File: src/rtl/pipeline_hazard_ctrl.sv
// Stall/flush sequencer for the 5-stage pipeline: merges memory wait, multi-cycle EX ops,
// load-use hazards and taken branches into per-register hold/bubble controls.
module pipeline_hazard_ctrl #(
  parameter int MULDIV_LAT  = 32,
  parameter int MEM_TIMEOUT = 255,
  parameter int CNT_W       = 32
) (
  input  logic             clk,
  input  logic             rst_n,
  input  logic             mem_ex_hazard,
  input  logic             branch_taken,
  input  logic             ex_multi_start,
  input  logic             dmem_req,
  input  logic             dmem_ack,
  output logic             stall_pc,
  output logic             stall_ifid,
  output logic             stall_idex,
  output logic             stall_exmem,
  output logic             flush_ifid,
  output logic             flush_idex,
  output logic             flush_exmem,
  output logic             flush_memwb,
  output logic             ex_multi_busy,
  output logic             ex_multi_done,
  output logic             dmem_timeout,
  output logic [CNT_W-1:0] perf_stall_cnt,
  output logic [CNT_W-1:0] perf_flush_cnt
);

  localparam int MW = (MULDIV_LAT > 2) ? $clog2(MULDIV_LAT - 1) : 1;
  localparam int WW = (MEM_TIMEOUT > 1) ? $clog2(MEM_TIMEOUT) : 1;
  localparam bit MULTI_EN = (MULDIV_LAT > 1);
  localparam logic [MW-1:0] MUL_LOAD  = MW'((MULDIV_LAT > 1) ? (MULDIV_LAT - 2) : 0);
  localparam logic [WW-1:0] WAIT_LAST = WW'(MEM_TIMEOUT - 1);

  typedef enum logic {ST_RUN = 1'b0, ST_MULTI = 1'b1} state_e;

  state_e           state_q, state_d;
  logic [MW-1:0]    mul_cnt_q, mul_cnt_d;
  logic [WW-1:0]    wait_cnt_q, wait_cnt_d;
  logic [CNT_W-1:0] stall_cnt_q, stall_cnt_d;
  logic [CNT_W-1:0] flush_cnt_q, flush_cnt_d;

  logic waiting_s, timeout_s, mem_wait_s, branch_act_s;
  logic st_pc_s, st_ifid_s, st_idex_s, st_exmem_s;
  logic fl_ifid_s, fl_idex_s, fl_exmem_s, fl_memwb_s;
  logic busy_s, done_s;

  // Hazard arbitration and FSM next state; memory wait freezes everything else.
  always_comb begin
    state_d      = state_q;
    mul_cnt_d    = mul_cnt_q;
    st_pc_s      = 1'b0;
    st_ifid_s    = 1'b0;
    st_idex_s    = 1'b0;
    st_exmem_s   = 1'b0;
    fl_ifid_s    = 1'b0;
    fl_idex_s    = 1'b0;
    fl_exmem_s   = 1'b0;
    fl_memwb_s   = 1'b0;
    busy_s       = 1'b0;
    done_s       = 1'b0;
    branch_act_s = 1'b0;
    waiting_s    = dmem_req & ~dmem_ack;
    timeout_s    = waiting_s & (wait_cnt_q == WAIT_LAST);
    mem_wait_s   = waiting_s & ~timeout_s;
    wait_cnt_d   = mem_wait_s ? (wait_cnt_q + WW'(1)) : '0;

    if (mem_wait_s) begin
      st_pc_s    = 1'b1;
      st_ifid_s  = 1'b1;
      st_idex_s  = 1'b1;
      st_exmem_s = 1'b1;
      fl_memwb_s = 1'b1;
      busy_s     = (state_q == ST_MULTI);
    end else begin
      case (state_q)
        ST_MULTI: begin
          if (mul_cnt_q == '0) begin
            done_s  = 1'b1;
            state_d = ST_RUN;
          end else begin
            st_pc_s    = 1'b1;
            st_ifid_s  = 1'b1;
            st_idex_s  = 1'b1;
            fl_exmem_s = 1'b1;
            busy_s     = 1'b1;
            mul_cnt_d  = mul_cnt_q - MW'(1);
          end
        end
        ST_RUN: begin
          if (mem_ex_hazard) begin
            st_pc_s    = 1'b1;
            st_ifid_s  = 1'b1;
            st_idex_s  = 1'b1;
            fl_exmem_s = 1'b1;
          end else if (ex_multi_start) begin
            // A single-cycle "multi" op completes in place without a bubble.
            if (MULTI_EN) begin
              st_pc_s    = 1'b1;
              st_ifid_s  = 1'b1;
              st_idex_s  = 1'b1;
              fl_exmem_s = 1'b1;
              busy_s     = 1'b1;
              mul_cnt_d  = MUL_LOAD;
              state_d    = ST_MULTI;
            end else begin
              done_s = 1'b1;
            end
          end else if (branch_taken) begin
            fl_ifid_s    = 1'b1;
            fl_idex_s    = 1'b1;
            branch_act_s = 1'b1;
          end else begin
            state_d = ST_RUN;
          end
        end
        default: begin
          state_d   = ST_RUN;
          mul_cnt_d = '0;
        end
      endcase
    end

    stall_cnt_d = st_pc_s ? (stall_cnt_q + CNT_W'(1)) : stall_cnt_q;
    flush_cnt_d = branch_act_s ? (flush_cnt_q + CNT_W'(1)) : flush_cnt_q;
  end

  // State, wait watchdog and performance counter registers.
  always_ff @(posedge clk or negedge rst_n) begin
    if (!rst_n) begin
      state_q     <= ST_RUN;
      mul_cnt_q   <= '0;
      wait_cnt_q  <= '0;
      stall_cnt_q <= '0;
      flush_cnt_q <= '0;
    end else begin
      state_q     <= state_d;
      mul_cnt_q   <= mul_cnt_d;
      wait_cnt_q  <= wait_cnt_d;
      stall_cnt_q <= stall_cnt_d;
      flush_cnt_q <= flush_cnt_d;
    end
  end

  // Controls are forced low while reset is held, whatever the inputs do.
  assign stall_pc       = rst_n & st_pc_s;
  assign stall_ifid     = rst_n & st_ifid_s;
  assign stall_idex     = rst_n & st_idex_s;
  assign stall_exmem    = rst_n & st_exmem_s;
  assign flush_ifid     = rst_n & fl_ifid_s;
  assign flush_idex     = rst_n & fl_idex_s;
  assign flush_exmem    = rst_n & fl_exmem_s;
  assign flush_memwb    = rst_n & fl_memwb_s;
  assign ex_multi_busy  = rst_n & busy_s;
  assign ex_multi_done  = rst_n & done_s;
  assign dmem_timeout   = rst_n & timeout_s;
  assign perf_stall_cnt = stall_cnt_q;
  assign perf_flush_cnt = flush_cnt_q;

endmodule

File: config.mk
export PLATFORM = sky130hd
export DESIGN_NAME = pipeline_hazard_ctrl
export DESIGN_NICKNAME = d
export VERILOG_FILES = /design/src/rtl/pipeline_hazard_ctrl.sv
export SDC_FILE = /design/constraint.sdc
export NUM_CORES = 1
export LEC_CHECK = 0
export BUFFER_PORTS_ARGS = -buffer_cell sky130_fd_sc_hd__buf_2
export CAP_MARGIN = 40
export CORE_MARGIN = 1
export CORE_UTILIZATION = 49
export CTS_CLUSTER_SIZE = 30
export DETAILED_ROUTE_END_ITERATION = 10
export GPL_ROUTABILITY_DRIVEN = 0
export PLACE_DENSITY = 0.82
export SETUP_SLACK_MARGIN = 0.1
export SLEW_MARGIN = 0
export SYNTH_ARGS = -nofsm -noshare
export SYNTH_HDL_FRONTEND = slang
export SYNTH_SLANG_ARGS = --single-unit
export TNS_END_PERCENT = 10
File: constraint.sdc
create_clock -name clk -period 2 [get_ports clk]
set_clock_uncertainty 0.05 [all_clocks]
set_input_delay 0.1 -clock clk [delete_from_list [all_inputs] [get_ports clk]]
set_output_delay 0.1 -clock clk [all_outputs]
set_load 0.02 [all_outputs]
# Word-level counts from Yosys, hierarchy flattened
# Cells that the tools add are included.
dict set report classes {
  n_bitwise 14
  add_sub_neg 4
  n_eq_ne 4
  reduce_logical 2
  mux 23
}
# cell count
set ops {}
lappend ops {{32-bit by 1-bit adder with 32-bit output, second input constant} 2}
lappend ops {{1-bit 2-to-1 mux} 15}
lappend ops {{5-bit 2-to-1 mux} 3}
lappend ops {{1-bit AND} 10}
lappend ops {{5-bit one-hot mux with 2 select lines} 1}
lappend ops {{8-bit by 1-bit adder with 8-bit output, second input constant} 1}
lappend ops {{8-bit == test, second input constant} 1}
lappend ops {{8-bit 2-to-1 mux} 1}
lappend ops {{2-bit != test, second input constant} 3}
lappend ops {{1-bit one-hot mux with 2 select lines} 3}
lappend ops {{5-bit logical NOT} 1}
lappend ops {{5-bit by 1-bit subtractor with 5-bit output, second input constant} 1}
lappend ops {{1-bit inverter} 4}
lappend ops {{4-bit AND reduction} 1}
dict set report word_totals {
  inputBits 7
  register_bits 78
  output_inout_bits 75
}

# Longest topological paths before layout
dict set report depth {
  ltp_word 7
  mapped_depth 8
}

# Worst setup path before layout
# Ideal clock, no wire load.
dict set report synth_path {
  kind {reg-to-reg}
  startpoint {reg mul_cnt_q[0]}
  endpoint {reg stall_cnt_q[25], in the netlist perf_stall_cnt[25]}
  path_buffers 0
  stages_incl_launch_ff 8
  setup_time_ps 80
  period_less_slack_ps 2035
  slack_ps -35
  t_required_ps 1870
  arrival_time_ps 1906
  cell_sequence {dfrtp_1 > inv_1 > ha_1 > nor4b_4 > a21o_4 > a2111oi_4 > and4_1 > xor2_1}
}
dict set report synth_via {
  elab_chain_len 4
}
# item line
set synth_rtl {}
lappend synth_rtl {{start: declaration} 39} ;# logic [MW-1:0] mul_cnt_q, mul_cnt_d;
lappend synth_rtl {{start signal: assignment} 139} ;# mul_cnt_q <= mul_cnt_d;
lappend synth_rtl {{5-bit logical NOT} 79} ;# if (mul_cnt_q == '0) begin
lappend synth_rtl {{1-bit 2-to-1 mux} 79}
lappend synth_rtl {{1-bit one-hot mux with 2 select lines} 77} ;# case (state_q)
lappend synth_rtl {{1-bit 2-to-1 mux} 69} ;# if (mem_wait_s) begin
lappend synth_rtl {{end signal: assignment} 141} ;# stall_cnt_q <= stall_cnt_d;
lappend synth_rtl {{end: declaration} 41} ;# logic [CNT_W-1:0] stall_cnt_q, stall_cnt_d;
# No other way between the ends.
# A chain may end at the register's enable or synchronous reset.

# Worst setup path in the final report
dict set report layout_path {
  startpoint {reg wait_cnt_q[3]}
  endpoint {out ex_multi_busy}
}
dict set report layout_via {
  elab_chain_len 6
}
# item line
set layout_rtl {}
lappend layout_rtl {{start: declaration} 40} ;# logic [WW-1:0] wait_cnt_q, wait_cnt_d;
lappend layout_rtl {{start signal: assignment} 140} ;# wait_cnt_q <= wait_cnt_d;
lappend layout_rtl {{8-bit == test} 65} ;# timeout_s = waiting_s & (wait_cnt_q == WAIT_LAST);
lappend layout_rtl {{1-bit AND} 65}
lappend layout_rtl {{1-bit inverter} 66} ;# mem_wait_s = waiting_s & ~timeout_s;
lappend layout_rtl {{1-bit AND} 66}
lappend layout_rtl {{1-bit 2-to-1 mux} 69}
lappend layout_rtl {{net busy_s} 47} ;# logic busy_s, done_s;
lappend layout_rtl {{1-bit AND} 155} ;# assign ex_multi_busy = rst_n & busy_s;
lappend layout_rtl {{end: declaration} 23} ;# output logic ex_multi_busy,
# The timed path passes the listed nets, and every way through them passes these cells.

==> results.toml <==
[yosys]
synth_ff_type = "dfrtp_1"
post_synth_xor_area_fraction_pct = 15.1
async_flop_share_pct = 100
synth_top_area_share_pct = 51.0
syn_avg_cell_area_um2 = 10.5
yosysTopAreaCell = "dfrtp_1"
synth-seq-cells = 78
synthSimpleGateAreaFrac_pct = 23.1
synthesis.nets = 378
yosysWarnings = 0
muxShareOfSynthArea_pct = 0.849
synth.distinct_cells = 43
synthAdderAreaFrac_pct = 1.63
synth_cells = 366
synth_top_family_by_area = "simple AND/OR/NAND/NOR gates"
synth_compound_area_share_pct = 5.33
synth-edff-count = 0
synth_area_leaders = "dfrtp_1, xor2_1, xnor2_1"
seq_area_frac_synth_pct = 51.0
netlist_area_um2 = 3830

[sta]
setup_violations = 12
finalHoldViolCount = 0
max_slew_margin_pct = 67.1
drv_slew = 0
worst_pin_slew_ps = 493
max_freq_mhz = 466
layout_setup_ws_ps = -147
fin_crit_sh_pct = 107
min_period_ps = 2150
rsz0062_at_grt = "yes"

[floorplanning]
pin_count = 82
core_area_um2 = 7410
die_area_um2 = 8170
num_rows = 31
die_x_um = 90.4
initial_core_util_pct = 51.7
die_y_um = 90.4

[drt]
firstDrtPassIters = 4
routed.top_layer = "met4"
wire_per_inst_um = 16.0
drcViolationCount = 0
wl_um = 9530
wl_met3_um = 417
first_iter_violations = 119
vias = 3207
wirelength_met1_um = 3970
drt-vias-per-instance = 5.37
antenna_left = 0
met2_wirelength_um = 4970

[layout]
fillers = 522
stdcell_area_um2 = 5170
finish.net_count = 506
area_growth_pct = 35.0
multi_input_area_um2 = 2010
num_antenna_cells = 0
drive_gt1_share_pct = 39.0
final-seq-area_um2 = 1950

[min_path]
hold_class = "in2async"

[run_status]
violations = "setup timing"
status = "finished with violations"

[clock_network]
cts_root_buffer = "clkbuf_8"
clock_latency_ps = 360
htree_levels = 3
clock_path_buffers = 2
clkTransAtPathRegs_ps = 80
numClockSinks = 78
numCtsBuffers = 9
cts_tree = "yes"

[critical_path]
cp_max_fo = 5
crit_path_end_kind = "output port"
r2r_end = "perf_stall_cnt[31]"
crit_type = "reg2out"
r2r_slack_ps = -60
worst_ep_arrival_time_ps = 2000
critPathRequiredTime_ps = 1850
startpoint_type = "flop"
ff2ff_path_depth = 10
r2r_start = "wait_cnt_q[0]"

[global_route]
grt_first_pass_wirelength_um = 14800
gr-total-overflow = 0
grtUsageTotal_pct = 22.7
antenna_found_initial = 0
grt_max_degree = 40
grt_pass1_vias = 3096

[power]
peakVddDrop_mv = 0.777
p_leak_nw = 2.48
power.density_nw_per_um2 = 882

[job]
drv_cap = 0

[place]
dpl_cell_area_um2 = 4450
dp_hpwl_um = 5820
dpl_worst_slack_ps = -34.4
port_buffers = 81
==> metrics by stage <==
stage               power (mW)  hold slack, ps  setup TNS (ps)  instances  util [%]
finish                    4.56             145            -878        597      69.8
global route              4.80             149           -3050        597      69.8
CTS                       4.39             102            -431        582      65.6
detailed placement        3.13           -80.9           -34.4        555      60.1
global placement          3.09           -83.4               0        555      60.1
floorplan                 2.68            -246               0        366         -
==> layer usage <==
metal,vias to the layer above,global-route usage [%]
met2,111,38.9
li1,1519,-
met4,0,7.80
met5,-,0
met1,1557,27.4
met3,20,6.40
==> how the worst max path moves through the flow <==
stage	depth (start not counted)	startpoint	endpoint	slack [ps]
2_1_floorplan	7	mul_cnt_q[0]	perf_stall_cnt[25]	60
5_1_grt	7	wait_cnt_q[3]	ex_multi_busy	-240
6_report	7	wait_cnt_q[3]	ex_multi_busy	-150
3_3_place_gp	9	wait_cnt_q[0]	perf_stall_cnt[31]	90
3_5_place_dp	9	wait_cnt_q[0]	perf_stall_cnt[31]	-30
4_1_cts	9	wait_cnt_q[0]	ex_multi_busy	-110
==> cell families after synthesis <==
logic type / count (synthesis)
multiplexers: 3
AND/OR/NAND/NOR: 162
XOR/XNOR: 66
flip-flops: 78
AO/OA/AOI/OAI: 27
buffers and inverters: 25
adder cells (fa/ha/maj): 5
==> power by group <==
group          total, mW  leakage, nW  switching [mW]  internal, mW
combinational       1.47         1.39           0.806         0.668
sequential          1.94        0.997           0.186          1.75
clock               1.15       0.0952           0.553         0.599
==> what timing repair did <==
item,in CTS,in global routing
gates cloned,0,0
setup buffers,11,16
endpoints found under the hold margin,78,0
setup endpoints to repair,32,58
hold buffers,1,0
gates resized for setup,33,39
pin swaps,16,13
==> synthesized netlist by cell type, types with 2 or more instances <==
cell	count
dfrtp_1	78
xor2_1	34
xnor2_1	32
nor2_1	31
nand2_1	29
nand3_1	27
nor3_1	22
nand4_1	15
inv_1	14
a21oi_1	10
and3_1	10
and2_1	8
and4_1	5
buf_4	5
ha_1	5
o21ai_0	5
clkbuf_1	4
or3_1	3
a21o_2	2
mux2_2	2
nor2b_1	2
nor4_2	2
==> critical path, cell delays in order (launching register included) <==
cell and delay (ps):
dfrtp_1 420, nand4_1 290, o21ai_4 250, buf_6 140, and3_4 180, o22a_1 130, and2_4 140, buf_6 110
==> sequential cells by signal, summed over array words and instances (netlist names) <==
signal and cells:
perf_stall_cnt 32, state_q 1, wait_cnt_q 8, mul_cnt_q 5, perf_flush_cnt 32
==> final cells by class <==
cell class              instances  share of cell area (%)
clock inverters                 4                   0.920
flip-flops and latches         78                    37.8
inverters                      14                    1.02
well taps                      99                    2.40
repair buffers                128                    16.3
clock buffers                  11                    2.73
multi-input cells             263                    38.9
==> placed cells by master, fill, tap and decap left out, types with 2 or more instances in the layout <==
cell type  instances
nor3_2            13
mux2_2             2
or3_1              3
ha_4               2
xor2_1            34
clkbuf_8          10
a21oi_1           10
buf_2             72
xnor2_2            2
o21ai_0            4
nor3_1             8
buf_6             10
inv_2              2
and4_1             5
nor2_1            28
and2_4             2
nand4_1           15
buf_4             43
nand3_2            3
and3_1             6
nand2_1           27
xnor2_1           30
nand3_4            2
and2_1             6
ha_1               3
nand3_1           22
inv_1             12
nor4_4             2
a21o_2             2
nor2_2             2
dfrtp_1           78
and3_4             3
clkinv_2           2
(Power assumes the default switching activity.)
